==> config.mk <==
export PLATFORM = sky130hd
export DESIGN_NAME = rgb444_dither
export DESIGN_NICKNAME = d
export VERILOG_FILES = /design/src/rtl/rgb444_dither.sv
export SDC_FILE = /design/constraint.sdc
export NUM_CORES = 1
export LEC_CHECK = 0
export ABC_AREA = 1
export BUFFER_PORTS_ARGS = -buffer_cell sky130_fd_sc_hd__buf_2
export CAP_MARGIN = 40
export CORE_UTILIZATION = 52
export DETAILED_ROUTE_END_ITERATION = 10
export PLACE_DENSITY_LB_ADDON = 0.08
export SLEW_MARGIN = 5
export SYNTH_ARGS = -nofsm -noshare
export SYNTH_HDL_FRONTEND = slang
export SYNTH_SLANG_ARGS = --single-unit
==> constraint.sdc <==
create_clock -name clk_40m_tree -period 1.76 [get_ports clk_40m_tree]
set_input_delay 0 -clock clk_40m_tree [delete_from_list [all_inputs] [get_ports clk_40m_tree]]
set_output_delay 0 -clock clk_40m_tree [all_outputs]
set_load 0.01 [all_outputs]
==> src/rtl/rgb444_dither.sv <==
// rgb444_dither: ordered 4x4 Bayer dither from 8-bit to 4-bit per channel.
// Each 4-bit result is replicated into both nibbles of its byte so that the
// downstream r[7:4]/g[7:4]/b[7:4] pin mapping sees the quantised value.
// The pixel path and the syncs share one fixed 2-cycle delay. There are no
// stalls and no handshake: one pixel is accepted on every clock.
module rgb444_dither #(
    parameter bit TEMPORAL_EN = 1'b1,
    parameter bit VS_ACTIVE   = 1'b1
) (
    input  logic        clk_40m_tree,
    input  logic        reset_loc,
    input  logic        dither_en,
    input  logic        in_de,
    input  logic        in_hs,
    input  logic        in_vs,
    input  logic [23:0] in_rgb,
    output logic        out_de,
    output logic        out_hs,
    output logic        out_vs,
    output logic [23:0] out_rgb,
    output logic [1:0]  frame_cnt
);

    // Bayer matrix, flattened row-major: index = {y, x}.
    localparam logic [3:0] BAYER [0:15] = '{
        4'd0,  4'd8,  4'd2,  4'd10,
        4'd12, 4'd4,  4'd14, 4'd6,
        4'd3,  4'd11, 4'd1,  4'd9,
        4'd15, 4'd7,  4'd13, 4'd5
    };

    logic [1:0]  r_x;
    logic [1:0]  r_y;
    logic [1:0]  r_frame_cnt;
    logic        r_de_d;
    logic        r_vs_d;
    logic        r_dither_en_q;

    logic [23:0] r_s1_rgb;
    logic [3:0]  r_s1_t;
    logic        r_s1_de;
    logic        r_s1_hs;
    logic        r_s1_vs;

    logic        r_out_de;
    logic        r_out_hs;
    logic        r_out_vs;
    logic [23:0] r_out_rgb;

    logic        w_vs_edge;
    logic [1:0]  w_xi;
    logic [3:0]  w_t;
    logic [3:0]  w_q_r;
    logic [3:0]  w_q_g;
    logic [3:0]  w_q_b;

    // Add the threshold and keep the top nibble; a carry out saturates to F
    // so bright pixels never wrap to black.
    function automatic logic [3:0] quant(input logic [7:0] c, input logic [3:0] t,
                                         input logic en);
        logic [8:0] s;
        s = {1'b0, c} + {5'd0, t};
        if (!en)
            return c[7:4];
        else if (s[8])
            return 4'hF;
        else
            return s[7:4];
    endfunction

    // The frame boundary is the leading edge of the vertical sync pulse.
    assign w_vs_edge = (in_vs == VS_ACTIVE) && (r_vs_d != VS_ACTIVE);
    // The frame counter shifts the pattern horizontally when temporal mode is on.
    assign w_xi      = TEMPORAL_EN ? (r_x + r_frame_cnt) : r_x;
    assign w_t       = BAYER[{r_y, w_xi}];

    assign w_q_r = quant(r_s1_rgb[23:16], r_s1_t, r_dither_en_q);
    assign w_q_g = quant(r_s1_rgb[15:8],  r_s1_t, r_dither_en_q);
    assign w_q_b = quant(r_s1_rgb[7:0],   r_s1_t, r_dither_en_q);

    // Pixel/line/frame position tracking and the per-frame enable latch.
    always_ff @(posedge clk_40m_tree or posedge reset_loc) begin
        if (reset_loc) begin
            r_x           <= 2'd0;
            r_y           <= 2'd0;
            r_frame_cnt   <= 2'd0;
            r_de_d        <= 1'b0;
            r_vs_d        <= 1'b0;
            r_dither_en_q <= 1'b0;
        end else begin
            r_de_d <= in_de;
            r_vs_d <= in_vs;
            r_x    <= in_de ? (r_x + 2'd1) : 2'd0;
            // Frame boundary wins over a coincident end of line.
            if (w_vs_edge)
                r_y <= 2'd0;
            else if (r_de_d && !in_de)
                r_y <= r_y + 2'd1;
            if (w_vs_edge) begin
                r_frame_cnt   <= r_frame_cnt + 2'd1;
                r_dither_en_q <= dither_en;
            end
        end
    end

    // Stage 1: capture the pixel, its threshold and the syncs.
    always_ff @(posedge clk_40m_tree or posedge reset_loc) begin
        if (reset_loc) begin
            r_s1_rgb <= 24'd0;
            r_s1_t   <= 4'd0;
            r_s1_de  <= 1'b0;
            r_s1_hs  <= 1'b0;
            r_s1_vs  <= 1'b0;
        end else begin
            r_s1_rgb <= in_rgb;
            r_s1_t   <= w_t;
            r_s1_de  <= in_de;
            r_s1_hs  <= in_hs;
            r_s1_vs  <= in_vs;
        end
    end

    // Stage 2: quantise, replicate nibbles, and force black outside active video.
    always_ff @(posedge clk_40m_tree or posedge reset_loc) begin
        if (reset_loc) begin
            r_out_de  <= 1'b0;
            r_out_hs  <= 1'b0;
            r_out_vs  <= 1'b0;
            r_out_rgb <= 24'd0;
        end else begin
            r_out_de  <= r_s1_de;
            r_out_hs  <= r_s1_hs;
            r_out_vs  <= r_s1_vs;
            r_out_rgb <= r_s1_de ? {w_q_r, w_q_r, w_q_g, w_q_g, w_q_b, w_q_b} : 24'd0;
        end
    end

    assign out_de    = r_out_de;
    assign out_hs    = r_out_hs;
    assign out_vs    = r_out_vs;
    assign out_rgb   = r_out_rgb;
    assign frame_cnt = r_frame_cnt;

endmodule
======== After elaboration in Yosys (flattened, before gate mapping) ========
Memories as Yosys holds them, arrays and structs flattened. A register that Yosys moved wholly into a read port is not among the register bits.
Cells that the tools add are included.
operators by class
  reduce and logical (&&, ||, !) cells .... 4
  $add $sub $neg .......................... 7
  bitwise operators ....................... 2
  muxes and demuxes ....................... 10
operators by type and width
  cell                 number
  $add 8x4->9          3
  $mux 24              1
  $mux 4               6
  $add 2x1->2 const B  3
  $mux 2               3
  $not 4->5            1
  $add 2x2->2          1
  $logic_and 1x1->1    2
  $reduce_bool 2->1    1
  $logic_not 1->1      1
  $not 1->1            1
storage, ports and cells
  flip-flop bits (word level) ............. 61
  memories kept ........................... 1
  logic and storage cells ................. 36
  output and inout port bits .............. 29
  bits of input ports ..................... 30
  ROM bits ................................ 64
memories
  name             depth  width  read ports  clocked after Yosys merged registers in  write ports  line  RTL
  (no name shown)  16     4      1           1                                        0            75    assign w_t = BAYER[{r_y, w_xi}];

======== Logic depth before layout (Yosys ltp) ========
Gate-level depths: netlist (run 1).
  depth after elaboration ................. 4
  gate-level depth with buffers ........... 9
  gate-level depth less buffers ........... 9

======== Worst setup path after synthesis (run 1) ========
No wires, ideal clock.
  kind .................................... flip-flop to flip-flop
  from .................................... register r_s1_t[3]
  to ...................................... register r_out_rgb[21], in the netlist out_rgb[21]
  required time ........................... 1638 ps
  clock period less this slack ............ 1328 ps
  path buffers ............................ 0
  path slack .............................. 432 ps
  setup time .............................. 122 ps
  cell stages (with the launch flop) ...... 10
  arrival ................................. 1206 ps
  cell sequence ........................... dfrtp_1 ha_1 nand2_1 inv_1 nand2_1 nand3_2 nand3_2 nand2_1 nor2_1 nor2_1
on the way
  longest elaborated chain between the ends .. 4
RTL lines
  what                  line  RTL
  from (decl)           40    logic [3:0] r_s1_t;
  $add 8x4->9           62    s = {1'b0, c} + {5'd0, t};
  $mux 4                65    else if (s[8])
  $mux 4                63    if (!en)
  $mux 24               134   r_out_rgb <= r_s1_de ? {w_q_r, w_q_r, w_q_g, w_q_g, w_q_b, w_q_b} : 24'd0;
  to (signal assigned)  134
  to (decl)             48    logic [23:0] r_out_rgb;
Every way passes these cells.
A chain may end at the register's enable or synchronous reset.

======== Worst setup path in the final report (run 1) ========
Same ends and word-level chain as after synthesis.

==> impl_metrics.yaml, run 1 <==
run_status:
  status: "finished, final reports clean"
setup_path:
  r2r-start: "r_s1_t[3]"
  cp_slowest_cell: "dfrtp_1"
  crit_fanout: 5
  r2r_slack_ns: 0.28
  r2r-end: "out_rgb[21]"
  worstSetupStartpointType: "flip-flop"
  worst-setup-path-type: "reg2reg"
  worstPathCellList: "ha_1 > nand2_1 > inv_1 > nand2_1 > nand3_2 > nand3_2 > nand2_1 > nor2_1 > nor2_1"
  cp_slowest_stage_delay_ns: 0.42
  cp_data_arrival_time_ns: 1.67
  worst_setup_path_end_kind: "flip-flop"
  crit_required_ns: 1.96
  crit_top_cell: "nand2_1"
  reg2reg_depth: 9
clocking:
  clockBufferDepth: 2
  cts_resized: 0
  cts.sinks: 53
  clock_latency_ns: 0.31
  cts-root-buf: "clkbuf_8"
  numCtsBuffers: 5
  htree_levels: 2
  post_cts_buffers: 0
  clk_pin_slew_ns: 0.10
  cts_tree: "built"
final_layout:
  diodes: 0
  nNetsFinal: 353
  layout_commonest_cell: "nand2_1"
  drive_gt1_share_pct: 24.5
  design_area_um2: 2930
  final_cell_mix: "nand2_1 (62), buf_2 (58), dfrtp_1 (53)"
  fillerInstances: 299
  syn2layout_area_growth_pct: 29.6
logic_synthesis:
  ys_top_cells_by_area: "dfrtp_1 (59%), nand2_1 (10%), ha_1 (5.5%)"
  syn_inst: 231
  synth_area_um2: 2260
  ys_ff_latch: 53
  yosysTopAreaCell: "dfrtp_1"
  yosys.area.top_type_share_pct: 58.7
  syn_avg_cell_area_um2: 9.78
  synth_nets: 271
  yosysUniqueCellTypes: 21
  ys_seq_area_share_pct: 58.7
  yosys_warnings: 0
power:
  ir_worst_vdd_uv: 614
  finalPower_uw: 2970
  leakagePower_uw: 0.00161
  clock_power_share_pct: 24.3
  p_per_area_nw_per_um2: 1010
  p_sw_share_pct: 31.6
  p_int_uw: 2030
  seqPwrFrac_pct: 49.3
  p_comb_share_pct: 26.4
  switching_power_uw: 939
route:
  wl_met1_um: 1880
  drc: 0
  vias: 1726
  drt_iter0_drc: 67
  wire_per_inst_um: 12.0
  finalWirelength_um: 4370
  viasPerCell: 4.74
  met2_wirelength_um: 2230
  drtPass1Iterations: 4
  dr.max_layer_used: "met4"
  wl_met3_um: 158
  drtAntennaViolNets: 0
timing:
  finalCritPeriodShare_pct: 83.8
  finalHoldViolCount: 0
  drv_slew: 0
  tightest_slew_ns: 0.526
  relSlewSlack_pct: 64.9
  setup_viol_count_final: 0
  max_freq_ghz: 0.678
  fin_setup_tns_ns: 0
  period_needed_ns: 1.48
  clock_skew_ns: 0.0110
  hold_ws_ns: 0.274
  rsz0062_at_grt: "false"
  fin_ws_ns: 0.285
grt:
  grt_pass1_wl_um: 7140
  overflow: 0
  grt_pass1_vias: 1695
  grt_usage_pct: 21.6
  grt_max_degree: 30
  antenna_found_initial: 0
floorplanning:
  die-area_um2: 4610
  num_rows: 23
  die_y_um: 67.9
  ioPinCount: 59
  start_util_pct: 55.3
  core_um2: 4090
  die_w_um: 67.9
placement:
  detailed_place_hpwl_um: 2990
  place_ws_ns: 0.311
  placed_area_um2: 2540
  port_buffers: 58
  place.gp.congestion: 0.793
worst_hold_path:
  hold_class: "in2async"
flow_run:
  cap_violations: 0
[registers in the layout, indices dropped and copies added (netlist names), 2 cells and up]
| name | cells |
|---|---|
| frame_cnt | 2 |
| out_rgb | 12 |
| r_s1_rgb | 24 |
| r_s1_t | 4 |
| r_x | 2 |
| r_y | 2 |
[synthesized netlist by cell type, drive strengths merged]
| library cell | instances |
|---|---|
| a21oi | 13 |
| xor2 | 4 |
| nor3 | 4 |
| clkinv | 1 |
| nand3 | 15 |
| inv | 29 |
| o21ai | 1 |
| buf | 13 |
| ha | 10 |
| nor3b | 1 |
| nor2 | 19 |
| xnor2 | 4 |
| dfrtp | 53 |
| nand2 | 63 |
| nand4 | 1 |
[worst max-delay path: cells and delay by family (launching register included)]
kind,cells,cell delay (ns)
adder cells (fa/ha/maj),1,0.32
buffers and inverters,1,0.04
AND/OR/NAND/NOR,7,0.59
flip-flops,1,0.42
[power by group through the flow]
| stage | Sequential [uW] | Combinational (uW) | Clock [uW] |
|---|---|---|---|
| 2_1_floorplan | 1490 | 530 | 0 |
| 3_3_place_gp | 1480 | 722 | 0 |
| 3_5_place_dp | 1490 | 727 | 0 |
| 4_1_cts | 1460 | 781 | 746 |
| 5_1_grt | 1490 | 899 | 790 |
| 6_report | 1470 | 783 | 723 |
[worst max-delay path by stage]
stage / startpoint / endpoint / slack [ns] / cells past startpoint
after floorplan: r_s1_t[3] / out_rgb[21] / 0.43 / 9
after global placement: r_s1_t[2] / out_rgb[21] / 0.32 / 9
after detailed placement: r_s1_t[2] / out_rgb[21] / 0.31 / 9
after CTS: r_s1_t[2] / out_rgb[21] / 0.28 / 9
after global routing: r_s1_t[3] / out_rgb[21] / 0.14 / 9
final: r_s1_t[3] / out_rgb[21] / 0.28 / 9
[area by class of cell]
| type | instances | area [um^2] | share of cell area, % |
|---|---|---|---|
| Sequential cell | 53 | 1330 | 45.3 |
| Multi-Input combinational cell | 135 | 726 | 24.8 |
| Timing Repair Buffer | 88 | 601 | 20.5 |
| Inverter | 30 | 113 | 3.85 |
| Clock buffer | 6 | 82.6 | 2.82 |
| Tap cell | 50 | 62.6 | 2.14 |
| Clock inverter | 2 | 17.5 | 0.598 |
[through the flow]
step	instances	util [%]
after CTS	364	71.6
after floorplan	231	-
final	364	71.6
after detailed placement	327	62.1
after global routing	364	71.6
after global placement	327	62.1
[cell families (layout without fill, tap and decap cells)]
group / after synthesis / in the layout / synth area share, %
fa+ha+maj: 10 / 10 / 5.54
compound gates: 14 / 14 / 3.10
buf+inv: 43 / 126 / 9.19
simple gates: 103 / 103 / 20.4
flops: 53 / 53 / 58.7
xor+xnor: 8 / 8 / 3.10
[what timing repair did]
action,in CTS,in global routing
endpoints found under the hold margin,54,0
setup endpoints to repair,0,0
hold buffers,29,0
[layer usage]
metal  vias up  global-route usage [%]
met2        44                    37.7
met4         0                    11.2
li1        868                       -
met1       804                    24.5
met3        10                    4.67
met5         -                       0
(Power assumes the default switching activity.)
==> run 2: changes to the inputs <==
==> constraint.sdc (replaced) <==
create_clock -name clk_40m_tree -period 1.43 [get_ports clk_40m_tree]
set_input_delay 0 -clock clk_40m_tree [delete_from_list [all_inputs] [get_ports clk_40m_tree]]
set_output_delay 0 -clock clk_40m_tree [all_outputs]
set_load 0.01 [all_outputs]
==> impl_metrics.yaml, run 2 (synthesized netlist as in run 1, its figures left out) <==
route:
  drtPass1Iterations: 4
  wire_per_inst_um: 12.4
  viasPerCell: 4.77
  drt_iter0_drc: 145
  drtAntennaViolNets: 0
  vias: 1746
  drc: 0
  finalWirelength_um: 4550
floorplanning:
  num_rows: 23
  die_w_um: 67.9
  die-area_um2: 4610
  ioPinCount: 59
  die_y_um: 67.9
  start_util_pct: 55.3
  core_um2: 4090
timing:
  period_needed_ns: 1.48
  fin_ws_ns: -0.0505
  max_freq_ghz: 0.675
  relSlewSlack_pct: 81.4
  finalHoldViolCount: 0
  tightest_slew_ns: 0.278
  finalCritPeriodShare_pct: 104
  setup_viol_count_final: 8
  rsz0062_at_grt: "true"
  clock_skew_ns: 0.00616
  drv_slew: 0
grt:
  grt_pass1_vias: 1744
  overflow: 0
  grt_usage_pct: 23.3
  grt_max_degree: 54
  antenna_found_initial: 0
  grt_pass1_wl_um: 7620
clocking:
  clk_pin_slew_ns: 0.09
  cts-root-buf: "clkbuf_8"
  cts.sinks: 53
  numCtsBuffers: 5
  clock_latency_ns: 0.31
  cts_tree: "built"
  htree_levels: 2
  clockBufferDepth: 2
placement:
  place.gp.congestion: 0.824
  placedCellCount: 329
  placed_area_um2: 2550
  place_ws_ns: -0.0432
  port_buffers: 58
  detailed_place_hpwl_um: 2950
run_status:
  violations: "setup timing"
  status: "complete, but fails checks"
final_layout:
  drive_gt1_share_pct: 31.0
  nNetsFinal: 355
  stdcell_count: 366
  layout_commonest_cell: "buf_2"
  syn2layout_area_growth_pct: 35.9
  top_register: "r_s1_rgb"
  diodes: 0
  largest_reg_flops: 24
  design_area_um2: 3070
  final_cell_mix: "buf_2 (58), nand2_1 (57), dfrtp_1 (50)"
setup_path:
  crit_fanout: 3
  reg2reg_depth: 9
  cp_data_arrival_time_ns: 1.71
  r2r-end: "out_rgb[6]"
  r2r-start: "r_s1_t[3]"
  worstSetupStartpointType: "flip-flop"
  r2r_slack_ns: -0.05
  crit_required_ns: 1.66
  worst_setup_path_end_kind: "flip-flop"
  worst-setup-path-type: "reg2reg"
power:
  p_per_area_nw_per_um2: 1250
  leakagePower_uw: 0.00162
  finalPower_uw: 3850
  ir_worst_vdd_uv: 980
flow_run:
  cap_violations: 0
worst_hold_path:
  hold_class: "in2async"
==> run 2: changes by cell type in the layout (fill, tap and decap cells not counted), moves of 2 or more <==
cell,before,now
dfrtp_1,53,50
a21oi_2,0,2
dfrtp_2,0,3
nand2_2,1,5
ha_4,0,6
nor2_1,19,17
nor2_2,0,2
nand2_1,62,57
buf_4,0,2
nand3_4,0,2
ha_1,10,4
a21oi_1,13,11
==> run 2: worst max path at each step <==
| stage | from | end | slack, ns | cells after the start |
|---|---|---|---|---|
| global placement | r_s1_t[3] | out_rgb[5] | 0.008 | 9 |
| floorplan | r_s1_t[3] | out_rgb[21] | 0.10 | 9 |
| global route | r_s1_t[3] | out_rgb[7] | -0.20 | 9 |
| CTS | r_s1_t[3] | out_rgb[13] | -0.03 | 9 |
| finish | r_s1_t[3] | out_rgb[6] | -0.05 | 9 |
| detailed placement | r_s1_t[3] | out_rgb[21] | -0.04 | 9 |
==> run 2: worst max-delay path, cell delays in order (launching register included) <==
cell and delay (ns):
dfrtp_2 0.47, ha_4 0.30, nand2_2 0.05, nor2_1 0.08
nand2_1 0.07, nand3_2 0.09, nand3_2 0.07, nand2_1 0.07
nand2_1 0.05, nor2_1 0.15
==> run 2: per-layer routing <==
layer,track usage (%),vias up,part of all wire (%)
met3,5.17,14,3.4
met2,38.7,42,53
met1,28.2,820,41
met4,12.0,0,3.0
li1,-,870,-
met5,0,-,0
==> run 2: stage by stage <==
stage,util (%),hold slack (ns),TNS [ns]
finish,75.2,0.265,-0.209
global route,75.2,0.275,-1.66
CTS,73.7,0.265,-0.147
detailed placement,62.5,0.0659,-0.0676
global placement,62.5,0.0627,0
floorplan,-,0.0314,0
==> run 2: power by group <==
part | internal [uW] | switching, uW | leakage, uW
Sequential | 1670 | 172 | 0.000637
Combinational | 544 | 575 | 0.000932
Clock | 402 | 491 | 0.0000518
==> run 2: area by class of cell <==
cell class | instances | area (um^2)
sequential | 53 | 1330
fill | 297 | 1010
multi-input combinational | 135 | 851
timing repair buffer | 90 | 616
inverter | 30 | 113
clock buffer | 6 | 82.6
tap | 50 | 62.6
clock inverter | 2 | 17.5
==> run 2: repair_timing <==
action | in CTS | in global routing
hold endpoints to repair | 83 | 0
endpoints found under the setup margin | 7 | 12
gates resized for setup | 11 | 11
pin swaps | 7 | 4
setup buffers | 0 | 0
hold buffers | 29 | 0
==> run 3: changes to the inputs <==
--- a/config.mk
+++ b/config.mk
@@ -11,6 +11,7 @@
 export CORE_UTILIZATION = 52
 export DETAILED_ROUTE_END_ITERATION = 10
 export PLACE_DENSITY_LB_ADDON = 0.08
+export SETUP_SLACK_MARGIN = 0.2
 export SLEW_MARGIN = 5
 export SYNTH_ARGS = -nofsm -noshare
 export SYNTH_HDL_FRONTEND = slang
==> impl_metrics.yaml, run 3 (synthesized netlist as in run 1, its figures left out) <==
setup_path:
  worst-setup-path-type: "reg2reg"
  crit_fanout: 5
  reg2reg_depth: 9
  crit_required_ns: 1.66
  r2r-end: "out_rgb[21]"
  worst_setup_path_end_kind: "flip-flop"
  r2r_slack_ns: -0.05
  r2r-start: "r_s1_t[3]"
  worstSetupStartpointType: "flip-flop"
  cp_data_arrival_time_ns: 1.71
timing:
  drv_slew: 0
  setup_viol_count_final: 5
  finalCritPeriodShare_pct: 104
  tightest_slew_ns: 0.303
  period_needed_ns: 1.48
  finalHoldViolCount: 0
  max_freq_ghz: 0.675
  fin_ws_ns: -0.0506
  clock_skew_ns: 0.0121
  rsz0062_at_grt: "true"
  relSlewSlack_pct: 79.7
final_layout:
  nNetsFinal: 355
  drive_gt1_share_pct: 31.6
  multiInputGateArea_um2: 857
  fillerInstances: 268
  top_register: "r_s1_rgb"
  syn2layout_area_growth_pct: 36.4
  largest_reg_flops: 24
  final-seq-area_um2: 1330
  stdcell_count: 366
  diodes: 0
  final_cell_mix: "nand2_1 (58), buf_2 (58), dfrtp_1 (50)"
placement:
  detailed_place_hpwl_um: 2860
  port_buffers: 58
  place_ws_ns: -0.0181
  place.gp.congestion: 0.826
  placedCellCount: 329
grt:
  antenna_found_initial: 0
  gr-usage-met3_pct: 4.67
  grt_pass1_wl_um: 6890
  grt_busiest_layer: "met2"
  overflow: 0
  grt_usage_pct: 20.7
  grt_max_degree: 54
  use_met2_pct: 38.0
  grtUsageMet1_pct: 23.8
  grt_pass1_vias: 1590
floorplanning:
  die_y_um: 67.9
  die-area_um2: 4610
  die_w_um: 67.9
  num_rows: 23
  core_um2: 4090
  start_util_pct: 55.3
  ioPinCount: 59
clocking:
  htree_levels: 2
  cts_tree: "built"
  clock_latency_ns: 0.30
  cts-root-buf: "clkbuf_8"
  numCtsBuffers: 5
  clk_pin_slew_ns: 0.10
  cts.sinks: 53
  post_cts_buffers: 0
  clockBufferDepth: 2
route:
  drc: 0
  finalWirelength_um: 4350
  drt_iter0_drc: 103
  viasPerCell: 4.70
  wire_per_inst_um: 11.9
  drtPass1Iterations: 4
  drtAntennaViolNets: 0
  vias: 1720
flow_run:
  cap_violations: 0
worst_hold_path:
  hold_class: "in2async"
power:
  p_per_area_nw_per_um2: 1250
  finalPower_uw: 3840
  leakagePower_uw: 0.00161
  ir_worst_vdd_uv: 948
run_status:
  status: "complete, but fails checks"
  violations: "setup timing"
==> run 3: how the worst max path moves through the flow <==
| stage | from | end | slack, ns | cells past startpoint |
|---|---|---|---|---|
| 3_3_place_gp | r_s1_t[3] | out_rgb[21] | 0.006 | 9 |
| 2_1_floorplan | r_s1_t[3] | out_rgb[7] | 0.12 | 9 |
| 3_5_place_dp | r_s1_t[3] | out_rgb[21] | -0.02 | 9 |
| 5_1_grt | r_s1_t[2] | out_rgb[7] | -0.16 | 9 |
| 6_report | r_s1_t[3] | out_rgb[21] | -0.05 | 9 |
| 4_1_cts | r_s1_t[3] | out_rgb[21] | -0.04 | 9 |
==> run 3: critical path: stages, from the launching register on <==
cell,delay [ns]
dfrtp_2,0.48
ha_4,0.30
nand2_2,0.05
nor2_1,0.10
nand2_1,0.09
nand3_4,0.10
nand3_2,0.08
nand2_1,0.08
nor2_1,0.04
nor2_1,0.09
==> run 3: metal layers <==
layer,wire (um),part of all wire (%),up-vias
met5,0,0,-
met1,1790,41,806
met4,63,1.4,0
met3,136,3.1,6
li1,-,-,869
met2,2360,54,39
==> run 3: power by group <==
| part | total, uW | internal, uW | leakage (uW) | switching [uW] |
|---|---|---|---|---|
| sequential | 1840 | 1670 | 0.000637 | 173 |
| clock | 884 | 402 | 0.0000518 | 482 |
| combinational | 1120 | 547 | 0.000926 | 568 |
==> run 3: final cells by class <==
cell class                 count  share of cell area, %
tap                           50                   2.03
clock buffer                   6                   2.68
inverter                      30                   3.78
multi-input combinational    135                   27.8
sequential                    53                   43.2
clock inverter                 2                  0.568
timing repair buffer          90                   20.0
==> run 3: repair_timing <==
action | 4_1_cts | 5_1_grt
pin swaps | 0 | 3
hold buffers | 29 | 0
endpoints found under the hold margin | 83 | 0
endpoints found under the setup margin | 12 | 12
resized for setup | 8 | 12
==> run 3: metrics by stage <==
| stage | cell area (um^2) | utilization, % | setup TNS, ns | hold slack, ns |
|---|---|---|---|---|
| finish | 3080 | 75.4 | -0.143 | 0.300 |
| global route | 3080 | 75.4 | -1.11 | 0.319 |
| CTS | 3020 | 74.0 | -0.0894 | 0.298 |
| detailed placement | 2580 | 63.2 | -0.0181 | 0.0863 |
| global placement | 2580 | 63.2 | 0 | 0.0843 |
| floorplan | 2290 | - | 0 | 0.0314 |
